**config.mk**
```make
export PLATFORM = sky130hd
export DESIGN_NAME = id_ex_stage
export DESIGN_NICKNAME = d
export VERILOG_FILES = /design/src/rtl/id_ex_stage.sv
export SDC_FILE = /design/constraint.sdc
export NUM_CORES = 1
export LEC_CHECK = 0
export ABC_AREA = 1
export ABC_CLOCK_PERIOD_IN_PS = 1900
export CORE_MARGIN = 5
export CORE_UTILIZATION = 38
export CTS_CLUSTER_DIAMETER = 40
export DETAILED_ROUTE_END_ITERATION = 7
export PLACE_DENSITY = 0.77
export SYNTH_ARGS = -nofsm -noshare
export SYNTH_HDL_FRONTEND = slang
export SYNTH_SLANG_ARGS = --single-unit
```
**constraint.sdc**
```tcl
create_clock -name clk -period 1.9 [get_ports clk]
set_clock_uncertainty 0.15 [all_clocks]
set_input_delay 0.38 -clock clk [delete_from_list [all_inputs] [get_ports clk]]
set_output_delay 0.38 -clock clk [all_outputs]
set_load 0.005 [all_outputs]
```
**src/rtl/id_ex_stage.sv**
```systemverilog
// rtl/id_ex_stage.sv - ID/EX pipeline register with load-use hazard detection, flush, hold and bubble counter
module id_ex_stage #(
  parameter int XLEN = 32,
  parameter int CNTW = 32
) (
  input  logic            clk,
  input  logic            rst,
  input  logic            valid_d,
  input  logic            resultsrc_d,
  input  logic            memwrite_d,
  input  logic            alusrc_d,
  input  logic            regwrite_d,
  input  logic            branch_d,
  input  logic [1:0]      aluop_d,
  input  logic [2:0]      funct3_d,
  input  logic            funct7b5_d,
  input  logic [4:0]      rs1_d,
  input  logic [4:0]      rs2_d,
  input  logic [4:0]      rd_d,
  input  logic [XLEN-1:0] rd1_d,
  input  logic [XLEN-1:0] rd2_d,
  input  logic [XLEN-1:0] imm_d,
  input  logic [XLEN-1:0] pc_d,
  input  logic            flush_e,
  input  logic            hold_e,
  output logic            valid_e,
  output logic            resultsrc_e,
  output logic            memwrite_e,
  output logic            alusrc_e,
  output logic            regwrite_e,
  output logic            branch_e,
  output logic [1:0]      aluop_e,
  output logic [2:0]      funct3_e,
  output logic            funct7b5_e,
  output logic [4:0]      rs1_e,
  output logic [4:0]      rs2_e,
  output logic [4:0]      rd_e,
  output logic [XLEN-1:0] rd1_e,
  output logic [XLEN-1:0] rd2_e,
  output logic [XLEN-1:0] imm_e,
  output logic [XLEN-1:0] pc_e,
  output logic            stall_d,
  output logic [CNTW-1:0] bubble_cnt
);

  logic use_rs2;
  logic load_use;
  logic bubble;

  // Loads use rs2 bits as immediate, so only R-type/branch/store really read rs2.
  assign use_rs2  = ~alusrc_d | memwrite_d;
  assign load_use = valid_d & valid_e & resultsrc_e & regwrite_e & (rd_e != 5'd0) &
                    ((rd_e == rs1_d) | (use_rs2 & (rd_e == rs2_d)));
  assign stall_d  = hold_e | (load_use & ~flush_e);
  assign bubble   = flush_e | load_use;

  always_ff @(posedge clk) begin
    if (rst) begin
      valid_e     <= 1'b0;
      resultsrc_e <= 1'b0;
      memwrite_e  <= 1'b0;
      alusrc_e    <= 1'b0;
      regwrite_e  <= 1'b0;
      branch_e    <= 1'b0;
      aluop_e     <= 2'b00;
      funct3_e    <= 3'b000;
      funct7b5_e  <= 1'b0;
      rs1_e       <= 5'd0;
      rs2_e       <= 5'd0;
      rd_e        <= 5'd0;
      rd1_e       <= '0;
      rd2_e       <= '0;
      imm_e       <= '0;
      pc_e        <= '0;
      bubble_cnt  <= '0;
    end else if (!hold_e) begin
      if (bubble) begin
        valid_e     <= 1'b0;
        resultsrc_e <= 1'b0;
        memwrite_e  <= 1'b0;
        alusrc_e    <= 1'b0;
        regwrite_e  <= 1'b0;
        branch_e    <= 1'b0;
        aluop_e     <= 2'b00;
        funct3_e    <= 3'b000;
        funct7b5_e  <= 1'b0;
        rs1_e       <= 5'd0;
        rs2_e       <= 5'd0;
        rd_e        <= 5'd0;
        rd1_e       <= '0;
        rd2_e       <= '0;
        imm_e       <= '0;
        pc_e        <= '0;
      end else begin
        // Control is qualified by valid_d so an empty slot can never write state.
        valid_e     <= valid_d;
        resultsrc_e <= valid_d & resultsrc_d;
        memwrite_e  <= valid_d & memwrite_d;
        alusrc_e    <= valid_d & alusrc_d;
        regwrite_e  <= valid_d & regwrite_d;
        branch_e    <= valid_d & branch_d;
        aluop_e     <= valid_d ? aluop_d : 2'b00;
        funct3_e    <= funct3_d;
        funct7b5_e  <= funct7b5_d;
        rs1_e       <= rs1_d;
        rs2_e       <= rs2_d;
        rd_e        <= rd_d;
        rd1_e       <= rd1_d;
        rd2_e       <= rd2_d;
        imm_e       <= imm_d;
        pc_e        <= pc_d;
      end
      if (load_use && !flush_e && (bubble_cnt != {CNTW{1'b1}}))
        bubble_cnt <= bubble_cnt + 1'b1;
    end
  end

endmodule

```
==> results.yml, run 1 <==
placed_design:
  pre_cts_slack_ns: -0.742
  numPortBuffers: 346
  dp_hpwl_mm: 21.1
  placedCellCount: 1705
  place_congestion: 0.908
synth:
  syn_nets: 1250
  synth_seq_cells: 187
  syn-instance-count: 1090
  synthesis.area_sq_mm: 0.00790
  yosysMostFrequentCell: "nand2_1"
  yosysSeqAreaShare_pct: 47.4
  synth_edf_count: 0
  yosysTopAreaCellShare_pct: 47.4
  ys_warn_count: 0
  synthFlopType: "dfxtp_1"
  synth_area_per_cell_sq_um: 7.24
  async_reset_ff_share_pct: 0
  ys_top_cells_by_count: "291 x nand2_1, 187 x dfxtp_1, 171 x a21oi_1, 167 x nand3_1, 86 x nor2_1"
  synth.area.top_cells: "dfxtp_1 47%, nand2_1 14%, a21oi_1 11%"
  yosysTopAreaCell: "dfxtp_1"
  synth_cell_types: 28
clock_network:
  cts_tree: "built"
  clock_path_buffers: 2
  cts-htree-levels: 4
  clock_sinks: 187
  cts.reportedPaths.clkPinSlew_ns: 0.08
  clockRootBuffer: "clkbuf_16"
  clkLatencyLatePin_ns: 0.42
  cts_buffers: 17
die:
  start_util_pct: 38.8
  core_area_sq_mm: 0.0204
  io_pins: 347
  die_x_um: 154
  rows: 52
  die-area_sq_mm: 0.0238
  fp.dieH_um: 154
drt:
  ant_nets: 0
  wl_per_cell_um: 17.1
  num_vias: 8908
  drc: 0
  drt_iter0_drc: 506
  routed_wl_mm: 30.2
  dr.pass1.iters: 5
  vias_per_cell: 5.06
power:
  max-vdd-ir-drop_mv: 0.614
  leakagePower_nw: 5.30
  p_per_area_mw_per_mm2: 665
worst_setup_path:
  r2r-end: "bubble_cnt[3]"
  reg2reg_depth: 13
  cp.arrival_ns: 1.57
  crit_required_ns: 1.37
  worstSetupEndpoint: "stall_d"
  reg2reg_slack_ns: -0.15
  start_kind: "flop"
  crit_start: "rd_e[0]"
  worst-setup-path-type: "reg -> out"
  timing.rr.start: "bubble_cnt[0]"
  cp-end-kind: "output port"
  cp_max_fo: 4
global_route:
  grt_max_degree: 122
  overflow: 0
  grt_pass1_wl_mm: 44.9
  track_usage_pct: 23.2
  antenna_found_initial: 1
  grt_pass1_vias: 8365
timing:
  setup_viol: 182
  final_max_slew_viol_count: 0
  finalWorstSetupSlack_ns: -0.196
  fin_crit_sh_pct: 110
  rsz0062_at_grt: "yes"
  worst-slew-pin-transition_ns: 0.564
  timing.slew.headroom_pct: 62.4
  hold_violations: 0
  fin_crit_ns: 2.10
  timing.fmax_ghz: 0.477
hold_path:
  hp-class: "in -> reg"
cells_and_area:
  area_growth_pct: 67.9
  diodes: 0
  nets: 1638
  layoutNonFillerInstCount: 1761
  drive_gt1_share_pct: 15.6
run_status:
  violations: "setup timing"
  outcome: "complete, but fails checks"
job:
  maxCapViolations: 0
-- metrics by stage --
| step | TNS (ns) | utilization (%) | instance area [sq um] | hold WS [ns] | power, mW |
|---|---|---|---|---|---|
| final | -9.17 | 65.1 | 13300 | 0.200 | 8.82 |
| after global routing | -25.62 | 65.1 | 13300 | 0.202 | 9.17 |
| after CTS | -3.31 | 63.4 | 12900 | 0.187 | 8.89 |
| after detailed placement | -76.46 | 59.5 | 12100 | 0.304 | 5.31 |
| after global placement | -69.64 | 59.5 | 12100 | 0.295 | 5.29 |
| after floorplan | 0 | - | 7900 | 0.303 | 4.54 |
-- where the power goes --
part           switching [mW]  internal (mW)  total, mW  leakage [nW]
sequential             0.0662           4.03       4.09          1.54
combinational           0.455          0.656       1.11          3.47
clock                    1.70           1.91       3.61         0.289
-- repair_timing --
item / in CTS / in global routing
hold endpoints to repair: 0 / 0
gates cloned: 3 / 4
gates resized for setup: 106 / 66
pin swaps: 13 / 27
buffers inserted: 10 / 10
hold buffers: 0 / 0
endpoints found under the setup margin: 92 / 200
-- layer usage --
| layer | up-vias | track usage [%] | part of all wire [%] |
|---|---|---|---|
| met5 | - | 0 | 0.023 |
| met4 | 2 | 7.44 | 2.9 |
| met3 | 56 | 8.01 | 8.8 |
| met2 | 350 | 41.0 | 51 |
| met1 | 4141 | 26.4 | 37 |
| li1 | 4359 | - | - |
-- final cells by class --
type                    count  area (sq um)
multi-input cells         784          3910
clock inverters            13           148
flip-flops and latches    187          3800
clock buffers              19           443
well taps                 270           338
repair buffers            443          4450
fillers                  1752          7100
inverters                  45           171
-- layout by cell type, fill, tap and decap left out, drive strengths merged --
cell,netlist,final
ha,1,1
dlymetal6s2s,0,6
nand2,294,297
clkinvlp,0,1
clkdlybuf4s50,0,296
xor2,21,21
a21oi,171,171
buf,38,99
clkbuf,39,20
bufinv,0,1
nor3,10,10
nor2,94,94
dlygate4sd2,0,41
inv,44,51
nand3b,9,9
dfxtp,187,187
clkinv,1,5
and3,1,1
nor4,1,1
xnor2,2,2
nand3,170,170
nand4,7,7
-- logic make-up (layout without fill, tap and decap cells) --
logic type	Yosys count	in the layout	synth area share, %
simple gates	586	589	32.6
compound gates	171	171	10.8
xor+xnor	23	23	2.55
flops	187	187	47.4
buf+inv	122	520	6.48
fa+ha+maj	1	1	0.158
-- state kept, by name, indices dropped and copies added, names as in the netlist --
name and cells:
pc_e 32, resultsrc_e 1, funct3_e 3, aluop_e 2, rd2_e 32, rs1_e 5, rs2_e 5, imm_e 32
regwrite_e 1, valid_e 1, rd_e 5, funct7b5_e 1, bubble_cnt 32, alusrc_e 1, branch_e 1, memwrite_e 1
rd1_e 32
-- critical path: stages, from the launching register on --
cell and delay [ns]:
dfxtp_4 0.36, buf_6 0.12, nor2_4 0.07, nand4_1 0.13, nand3_1 0.12, inv_2 0.06, nand3_4 0.09, nand2_2 0.07
buf_2 0.13
-- how the worst min path moves through the flow --
stage | start | to | slack [ns] | cells after the start
after floorplan | rd2_e[26] | rd2_e[26] | 0.30 | 2
after global placement | rd2_e[26] | rd2_e[26] | 0.30 | 2
after detailed placement | rd1_e[17] | rd1_e[17] | 0.30 | 2
after CTS | rst | rd2_e[23] | 0.19 | 3
after global routing | rst | rd2_e[19] | 0.20 | 3
final | rst | rd2_e[23] | 0.20 | 3
No activity file was read; power rests on OpenSTA's default activity.
==> run 2, diff against run 1 <==
--- a/config.mk
+++ b/config.mk
@@ -6,12 +6,12 @@
 export NUM_CORES = 1
 export LEC_CHECK = 0
 export ABC_AREA = 1
-export ABC_CLOCK_PERIOD_IN_PS = 1900
+export ABC_CLOCK_PERIOD_IN_PS = 2700
 export CORE_MARGIN = 5
-export CORE_UTILIZATION = 38
+export CORE_UTILIZATION = 46
 export CTS_CLUSTER_DIAMETER = 40
 export DETAILED_ROUTE_END_ITERATION = 7
-export PLACE_DENSITY = 0.77
+export PLACE_DENSITY = 0.87
 export SYNTH_ARGS = -nofsm -noshare
 export SYNTH_HDL_FRONTEND = slang
 export SYNTH_SLANG_ARGS = --single-unit
==> constraint.sdc (replaced) <==
create_clock -name clk -period 2.7 [get_ports clk]
set_clock_uncertainty 0.15 [all_clocks]
set_input_delay 0.54 -clock clk [delete_from_list [all_inputs] [get_ports clk]]
set_output_delay 0.54 -clock clk [all_outputs]
set_load 0.005 [all_outputs]
==> results.yml, run 2 (same netlist as run 1, synthesis figures left out) <==
run_status:
  outcome: "finished clean"
die:
  core_area_sq_mm: 0.0171
  die_x_um: 141
  start_util_pct: 46.3
  fp.dieH_um: 141
  die-area_sq_mm: 0.0199
  io_pins: 347
  rows: 48
worst_setup_path:
  cp_common_cell: "nand2_1"
  cp-end-kind: "output port"
  crit_chain: "clkdlybuf4s50_1 -> inv_1 -> nand2_1 -> nand2_1 -> nor2_1 -> nand3_1 -> nand2_2 -> nand3_4 -> nand2_1 -> dlygate4sd2_1"
  cpLargestDelayFamily: "buffers and inverters"
  start_kind: "input port"
  cp_max_fo: 3
  crit_slowest_cell: "clkdlybuf4s50_1"
  path_buf_inv: 3
  worst-setup-path-type: "in -> out"
  cp.arrival_ns: 1.87
  crit_required_ns: 2.01
  slowest_delay_ns: 0.50
timing:
  final_max_slew_viol_count: 0
  fin_crit_ns: 2.56
  rsz0062_at_grt: "no"
  fin_crit_sh_pct: 95.0
  hold_violations: 0
  timing.slew.headroom_pct: 57.3
  worst-slew-pin-transition_ns: 0.641
  setup_viol: 0
  finalWorstSetupSlack_ns: 0.136
  timing.fmax_ghz: 0.390
cells_and_area:
  layout_common_cells: "341 x clkdlybuf4s50_1, 289 x nand2_1, 187 x dfxtp_1"
  layout_commonest_cell: "clkdlybuf4s50_1"
  area_growth_pct: 54.5
  drive_gt1_share_pct: 5.45
  fin_util_pct: 71.5
  nFillCells: 1325
  nets: 1560
global_route:
  grt_pass1_vias: 8369
  grt_pass1_wl_mm: 43.0
  overflow: 0
  antenna_found_initial: 2
  grt_max_degree: 80
  track_usage_pct: 26.9
clock_network:
  cts_setup_buffers: 0
  clock_sinks: 187
  cts-htree-levels: 4
  cts_buffers: 17
  cts_tree: "built"
  clock_path_buffers: 2
  clockRootBuffer: "clkbuf_16"
  clkLatencyLatePin_ns: 0.43
  cts.reportedPaths.clkPinSlew_ns: 0.07
  cts_hold_buf: 0
power:
  leakagePower_nw: 4.56
  power_mw: 6.34
  p_per_area_mw_per_mm2: 520
  max-vdd-ir-drop_mv: 0.435
placed_design:
  dp_hpwl_mm: 20.1
  place_congestion: 0.920
  pre_cts_slack_ns: -0.201
  numPortBuffers: 346
drt:
  wl_per_cell_um: 17.0
  vias_per_cell: 5.25
  ant_nets: 0
  dr.pass1.iters: 6
  num_vias: 8604
  routed_wl_mm: 27.9
  drt_iter0_drc: 598
  drc: 0
hold_path:
  hp-class: "in -> reg"
job:
  maxCapViolations: 0
-- run 2: cell count changes in the layout (fill, tap and decap cells not counted), sizes merged --
cell,previous run,this run
dlygate4sd2,41,3
bufinv,1,3
buf,99,24
clkdlybuf4s50,296,341
diode,0,1
nand2,297,294
dlymetal6s2s,6,0
clkbuf,20,18
inv,51,53
clkinv,5,2
-- run 2: power breakdown --
part,internal [mW],switching (mW),total [mW],leakage [nW]
clock,1.53,1.19,2.72,0.312
sequential,2.84,0.0467,2.89,1.52
combinational,0.433,0.301,0.734,2.73
-- run 2: path summary, 6_finish.rpt --
path                                    start  slack (ns)            end  depth (start not counted)
worst max-delay path                 rs1_d[3]        0.14        stall_d                         10
worst min-delay path                   hold_e        0.29      rd1_e[12]                          3
worst max register to register  bubble_cnt[0]        0.57  bubble_cnt[1]                         11
worst min register to register       rd1_e[0]        0.31       rd1_e[0]                          2
-- run 2: routing by layer --
| metal | global-route usage, % | vias up | wire (um) |
|---|---|---|---|
| met5 | 0 | - | 13 |
| met4 | 11.8 | 2 | 1290 |
| met3 | 9.43 | 80 | 2410 |
| met2 | 46.4 | 361 | 13700 |
| met1 | 30.0 | 3973 | 10500 |
| li1 | - | 4188 | - |
-- run 2: stage by stage --
stage	area, sq um	setup TNS [ns]	std cells	hold WS [ns]
after floorplan	7900	0	1090	0.303
after global placement	11600	-0.185	1606	0.294
after detailed placement	11600	-0.201	1606	0.304
after CTS	12200	0	1638	0.278
after global routing	12200	0	1639	0.285
final	12200	0	1639	0.289
-- run 2: worst register-to-register path: stages (launching register included) --
cell	delay [ns]
dfxtp_1	0.41
ha_1	0.25
nand3_4	0.12
nor2_4	0.18
nand2_2	0.11
nor2_2	0.11
nand3_2	0.09
nor2_2	0.11
nor2_2	0.07
buf_4	0.18
a21oi_1	0.16
nor2_1	0.07
-- run 2: area by class of cell --
class / instances / area, sq um / share of cell area (%)
Clock inverter: 14 / 194 / 1.59
Clock buffer: 18 / 439 / 3.60
Timing Repair Buffer: 368 / 3710 / 30.4
Inverter: 45 / 169 / 1.38
Tap cell: 225 / 282 / 2.31
Multi-Input combinational cell: 781 / 3670 / 30.0
Antenna cell: 1 / 2.50 / 0.0205
Sequential cell: 187 / 3740 / 30.7
-- run 2: repair_timing --
action | in CTS | in global routing
endpoints found under the hold margin | 0 | 0
setup endpoints to repair | 1 | 0
resized for setup | 5 | 0
